<file path="src/rtl/int_controller.sv">
// Interrupt request controller: synchronised edge capture, MASK/PEND registers, INT/inta handshake.
// Define PRIORITY_ROTATE_EN for round-robin source priority; default is fixed lowest-index-first.
module int_controller #(
    parameter int          NUM_SRC  = 8,
    parameter logic [7:0]  VEC_BASE = 8'h10
) (
    input  logic               clk,
    input  logic               reset,
    input  logic [NUM_SRC-1:0] irq,
    input  logic               cs,
    input  logic               wr,
    input  logic               addr,
    input  logic [7:0]         wdata,
    output logic [7:0]         rdata,
    output logic               INT,
    input  logic               inta,
    output logic [7:0]         vector
);

    localparam int IW = (NUM_SRC > 1) ? $clog2(NUM_SRC) : 1;

    typedef enum logic [1:0] {
        IDLE,
        REQ,
        ACK
    } state_t;

    state_t             r_state;
    logic [NUM_SRC-1:0] r_sync1;
    logic [NUM_SRC-1:0] r_sync2;
    logic [NUM_SRC-1:0] r_sync3;
    logic [NUM_SRC-1:0] r_mask;
    logic [NUM_SRC-1:0] r_pend;
    logic               r_int;
    logic [7:0]         r_vector;
`ifdef PRIORITY_ROTATE_EN
    logic [IW-1:0]      r_last_k;
`endif

    logic [NUM_SRC-1:0] w_edge;
    logic [NUM_SRC-1:0] w_active;
    logic [NUM_SRC-1:0] w_pend_next;
    logic [IW-1:0]      w_win;
    logic               w_take;
    logic               w_mask_wr;
    logic               w_pend_wr;

    assign w_edge    = r_sync2 & ~r_sync3;
    assign w_active  = r_pend & r_mask;
    assign w_mask_wr = cs & wr & ~addr;
    assign w_pend_wr = cs & wr & addr;
    assign w_take    = (r_state == REQ) && (w_active != '0) && inta;

    assign INT    = r_int;
    assign vector = r_vector;

    always_ff @(posedge clk or negedge reset) begin
        if (!reset) begin
            r_sync1 <= '0;
            r_sync2 <= '0;
            r_sync3 <= '0;
        end else begin
            r_sync1 <= irq;
            r_sync2 <= r_sync1;
            r_sync3 <= r_sync2;
        end
    end

    // Scanning from the far end lets the nearest candidate overwrite earlier hits.
`ifdef PRIORITY_ROTATE_EN
    always_comb begin
        int idx;
        w_win = '0;
        idx   = 0;
        for (int j = NUM_SRC - 1; j >= 0; j--) begin
            idx = int'(r_last_k) + 1 + j;
            if (idx >= NUM_SRC) begin
                idx = idx - NUM_SRC;
            end
            if (w_active[IW'(idx)]) begin
                w_win = IW'(idx);
            end
        end
    end
`else
    always_comb begin
        w_win = '0;
        for (int i = NUM_SRC - 1; i >= 0; i--) begin
            if (w_active[IW'(i)]) begin
                w_win = IW'(i);
            end
        end
    end
`endif

    // A fresh edge is applied last so it survives both W1C and acknowledge clears.
    always_comb begin
        w_pend_next = r_pend;
        if (w_pend_wr) begin
            w_pend_next = w_pend_next & ~wdata[NUM_SRC-1:0];
        end
        if (w_take) begin
            w_pend_next[w_win] = 1'b0;
        end
        w_pend_next = w_pend_next | w_edge;
    end

    always_ff @(posedge clk or negedge reset) begin
        if (!reset) begin
            r_mask <= '0;
            r_pend <= '0;
        end else begin
            r_pend <= w_pend_next;
            if (w_mask_wr) begin
                r_mask <= wdata[NUM_SRC-1:0];
            end
        end
    end

    always_comb begin
        rdata = '0;
        if (addr) begin
            rdata[NUM_SRC-1:0] = r_pend;
        end else begin
            rdata[NUM_SRC-1:0] = r_mask;
        end
    end

    always_ff @(posedge clk or negedge reset) begin
        if (!reset) begin
            r_state  <= IDLE;
            r_int    <= 1'b0;
            r_vector <= 8'h00;
`ifdef PRIORITY_ROTATE_EN
            r_last_k <= IW'(NUM_SRC - 1);
`endif
        end else begin
            case (r_state)
                IDLE: begin
                    if (w_active != '0) begin
                        r_state <= REQ;
                        r_int   <= 1'b1;
                    end
                end
                REQ: begin
                    if (w_active == '0) begin
                        r_state <= IDLE;
                        r_int   <= 1'b0;
                    end else if (inta) begin
                        r_state  <= ACK;
                        r_int    <= 1'b0;
                        r_vector <= VEC_BASE + 8'(w_win);
`ifdef PRIORITY_ROTATE_EN
                        r_last_k <= w_win;
`endif
                    end
                end
                ACK: begin
                    if (!inta) begin
                        r_state  <= IDLE;
                        r_vector <= 8'h00;
                    end
                end
                default: begin
                    r_state  <= IDLE;
                    r_int    <= 1'b0;
                    r_vector <= 8'h00;
                end
            endcase
        end
    end

endmodule

</file>
<file path="config.mk">
export PLATFORM = sky130hd
export DESIGN_NAME = int_controller
export DESIGN_NICKNAME = d
export VERILOG_FILES = /design/src/rtl/int_controller.sv
export SDC_FILE = /design/constraint.sdc
export NUM_CORES = 1
export LEC_CHECK = 0
export CAP_MARGIN = 25
export CORE_MARGIN = 1
export CORE_UTILIZATION = 44
export CTS_CLUSTER_SIZE = 30
export DETAILED_ROUTE_END_ITERATION = 8
export GPL_TIMING_DRIVEN = 1
export PLACE_DENSITY_LB_ADDON = 0.1
export SYNTH_ARGS = -nofsm -noshare
export SYNTH_HDL_FRONTEND = slang
export SYNTH_SLANG_ARGS = --single-unit
</file>
<file path="constraint.sdc">
create_clock -name clk -period 1.26 [get_ports clk]
set_input_delay 0.252 -clock clk [delete_from_list [all_inputs] [get_ports clk]]
set_output_delay 0.252 -clock clk [all_outputs]
set_load 0.02 [all_outputs]
</file>
==> out/qor.csv <==
metric,value,unit
outcome,"complete, but fails checks",
violations,negative setup slack,
drt_wl_total,3313,um
critPathLaunchType,flop,
drt_iter0_drc,45,
grt_pass1_vias,1152,
end_kind,primary output,
ys_ff_latch,46,
yosysWarnings,0,
maxCapViolCount,0,
grt_setup_unrepaired,true,
grt_first_pass_wirelength,5540,um
finalNonFillerCells,244,
grt.total_usage,0.1780,
dp_hpwl,2291,um
cts_max_level,2,
nNetsFinal,218,
fin_crit_sh,1.080,
rows,22,
setup_ws,-0.1013,ns
die_h,65.43,um
core_area,0.003771,mm2
max_stage_delay,0.42,ns
crit_chain,mux2_4 -> buf_6,
fin_crit,1.361,ns
switching_share,0.2838,
hp-class,reg -> reg,
die_w,65.43,um
min_path_cells,0,
synth-simple-area-share,0.1053,
clockBufferDepth,2,
crit_type,reg -> out,
min-delay-start,r_sync1[2],
path_clk_slew,0.08,ns
leakage,1.174,nW
critPathBufInv,1,
synth-xor-area-share,0,
netlist_instances,134,
cp_max_fo,3,
setup_viol,14,
ios,39,
numCtsBuffers,5,
drive_above_1_share,0.3163,
p_seq_frac,0.433,
cp.arrival,1.11,ns
report.final.slew_viol_count,0,
tritoncts,built,
yosysUniqueCellTypes,32,
r2r_end,vector[0],
root_buffer,clkbuf_8,
antenna_left,0,
place_inst,235,
max_freq,0.7346,GHz
internal_power,3.087,mW
ir_worst_vdd,1.112,mV
comb_power_share,0.316,
gr-total-overflow,0,
grt_max_degree,47,
antenna_found_initial,0,
power.switching,1.224,mW
synth_area_per_cell,13.21,um2
via_per_inst,4.832,
seq_area_frac_synth,0.6502,
dr.pass1.iters,4,
clock_latency,0.28,ns
portBuffers,33,
final_util,0.6699,
synth_compound_area_frac,0.09258,
clock_skew,0.002730,ns
power.density,1706,mW/mm2
vias,1179,
drc_errors,0,
synth_fa_ha_area_frac,0,
hold_violations,0,
cp.required,1.01,ns
syn_area,0.001770,mm2
synth_mux_area_frac,0.1018,
reg2reg_setup_slack,-0.10,ns
r2r-start,r_pend[2],
dieArea,0.004281,mm2
n_antenna_cell,0,
whs_endpoint,r_sync2[2],
cp_slowest_cell,dfrtp_1,
gp_congestion,0.7730,
clock_power_share,0.251,
area_growth,42.69,%
cpLargestDelayFamily,flip-flops,
initial_core_util,0.4695,
reg2reg_depth,5,
post_drt_wl_per_cell,13.58,um
synth_top_family_by_area,simple AND/OR/NAND/NOR gates,
cts.sinks,46,
==> timing repair <==
item | 4_1_cts | 5_1_grt
endpoints found under the setup margin | 33 | 21
pin swaps | 5 | 6
endpoints found under the hold margin | 46 | 0
hold buffers | 1 | 0
resized for setup | 66 | 11
setup buffers | 0 | 0
cloned | 1 | 0
==> area by class of cell <==
type / count / area (um2)
clock buffers: 6 / 82.58
clock inverters: 1 / 30.03
fillers: 256 / 1245
inverters: 10 / 37.54
multi-input cells: 75 / 601.8
flip-flops and latches: 46 / 1151
well taps: 48 / 60.06
repair buffers: 58 / 563.0
==> how the worst max path moves through the flow <==
stage                     startpoint        end  slack, ns  cells past startpoint
after floorplan            r_mask[3]  vector[1]      -0.03                      4
after global placement          addr   rdata[2]      -0.77                      4
after detailed placement        addr   rdata[5]      -0.78                      4
after CTS                  r_mask[7]  vector[1]      -0.13                      5
after global routing       r_pend[3]  vector[1]      -0.17                      4
final                      r_pend[3]   rdata[3]      -0.10                      2
==> synthesized netlist by cell type, drive strengths merged <==
cell type	instances	area share
conb	1	0.0021
nand3	4	0.014
and2b	1	0.0042
a22oi	2	0.011
inv	10	0.021
a31oi	1	0.0035
nor3b	2	0.015
o2111ai	1	0.0049
o21ai	5	0.014
dfrtp	46	0.65
and3	2	0.0071
a21boi	1	0.0042
mux2	16	0.10
o32ai	1	0.0049
nand2b	1	0.0035
a21oi	3	0.0085
or2	1	0.0049
a32o	5	0.028
nor2b	1	0.0035
o31ai	2	0.0085
nand3b	1	0.011
buf	7	0.027
o211ai	1	0.0042
nand2	18	0.040
nor2	1	0.0021
==> power groups by stage <==
stage / combinational (mW) / clock, mW / sequential (mW)
floorplan: 0.557 / 0 / 1.96
global placement: 1.27 / 0 / 1.87
detailed placement: 1.29 / 0 / 1.89
CTS: 1.34 / 1.11 / 1.86
global route: 1.48 / 1.17 / 1.90
finish: 1.36 / 1.08 / 1.86
==> placed cells by master, fill, tap and decap left out, types with 2 or more instances in the layout <==
master,netlist,layout
a21oi_1,3,2
a22oi_2,1,2
a32o_1,5,5
buf_12,0,2
buf_2,2,2
buf_4,5,20
buf_6,0,9
clkbuf_2,0,2
clkbuf_8,0,6
clkdlybuf4s15_1,0,2
clkdlybuf4s50_1,0,18
conb_1,1,5
dfrtp_1,46,46
inv_1,10,10
mux2_1,8,8
mux2_4,0,7
nand2_1,17,17
nand3_1,3,2
nand3_2,1,2
o21ai_1,4,4
o31ai_1,2,2
==> routing by layer <==
layer	share of wire	routed length (um)	track usage
met1	0.48	1595	0.2465
met2	0.47	1563	0.2732
met3	0.038	126	0.04167
met4	0.0085	28	0.06522
met5	0	0	0
==> stage by stage <==
step                      instance area [um2]  TNS [ns]  worst slack, ns  hold slack, ns  total power [mW]
after floorplan                          1785  -0.04300         -0.03442        -0.04359             2.517
after global placement                   2321    -12.44          -0.7662          0.2442             3.142
after detailed placement                 2321    -12.76          -0.7776          0.2532             3.174
after CTS                                2507    -1.314          -0.1317          0.3527             4.316
after global routing                     2526    -2.106          -0.1735          0.3667             4.543
final                                    2526    -1.083          -0.1013          0.3519             4.311
==> state kept, by name, indices dropped and copies added (netlist names) <==
signal   count
r_sync2      8
r_pend       8
INT          1
vector       3
r_mask       8
r_state      2
r_sync3      8
r_sync1      8
==> logic make-up (layout without fill, tap and decap cells) <==
logic type | after synthesis | count (layout)
buffers and inverters | 17 | 75
AOI/OAI and AO/OA | 22 | 22
muxes | 16 | 16
DFF | 46 | 46
other | 1 | 5
and+or+nand+nor | 32 | 32
No activity file was read; power rests on OpenSTA's default activity.
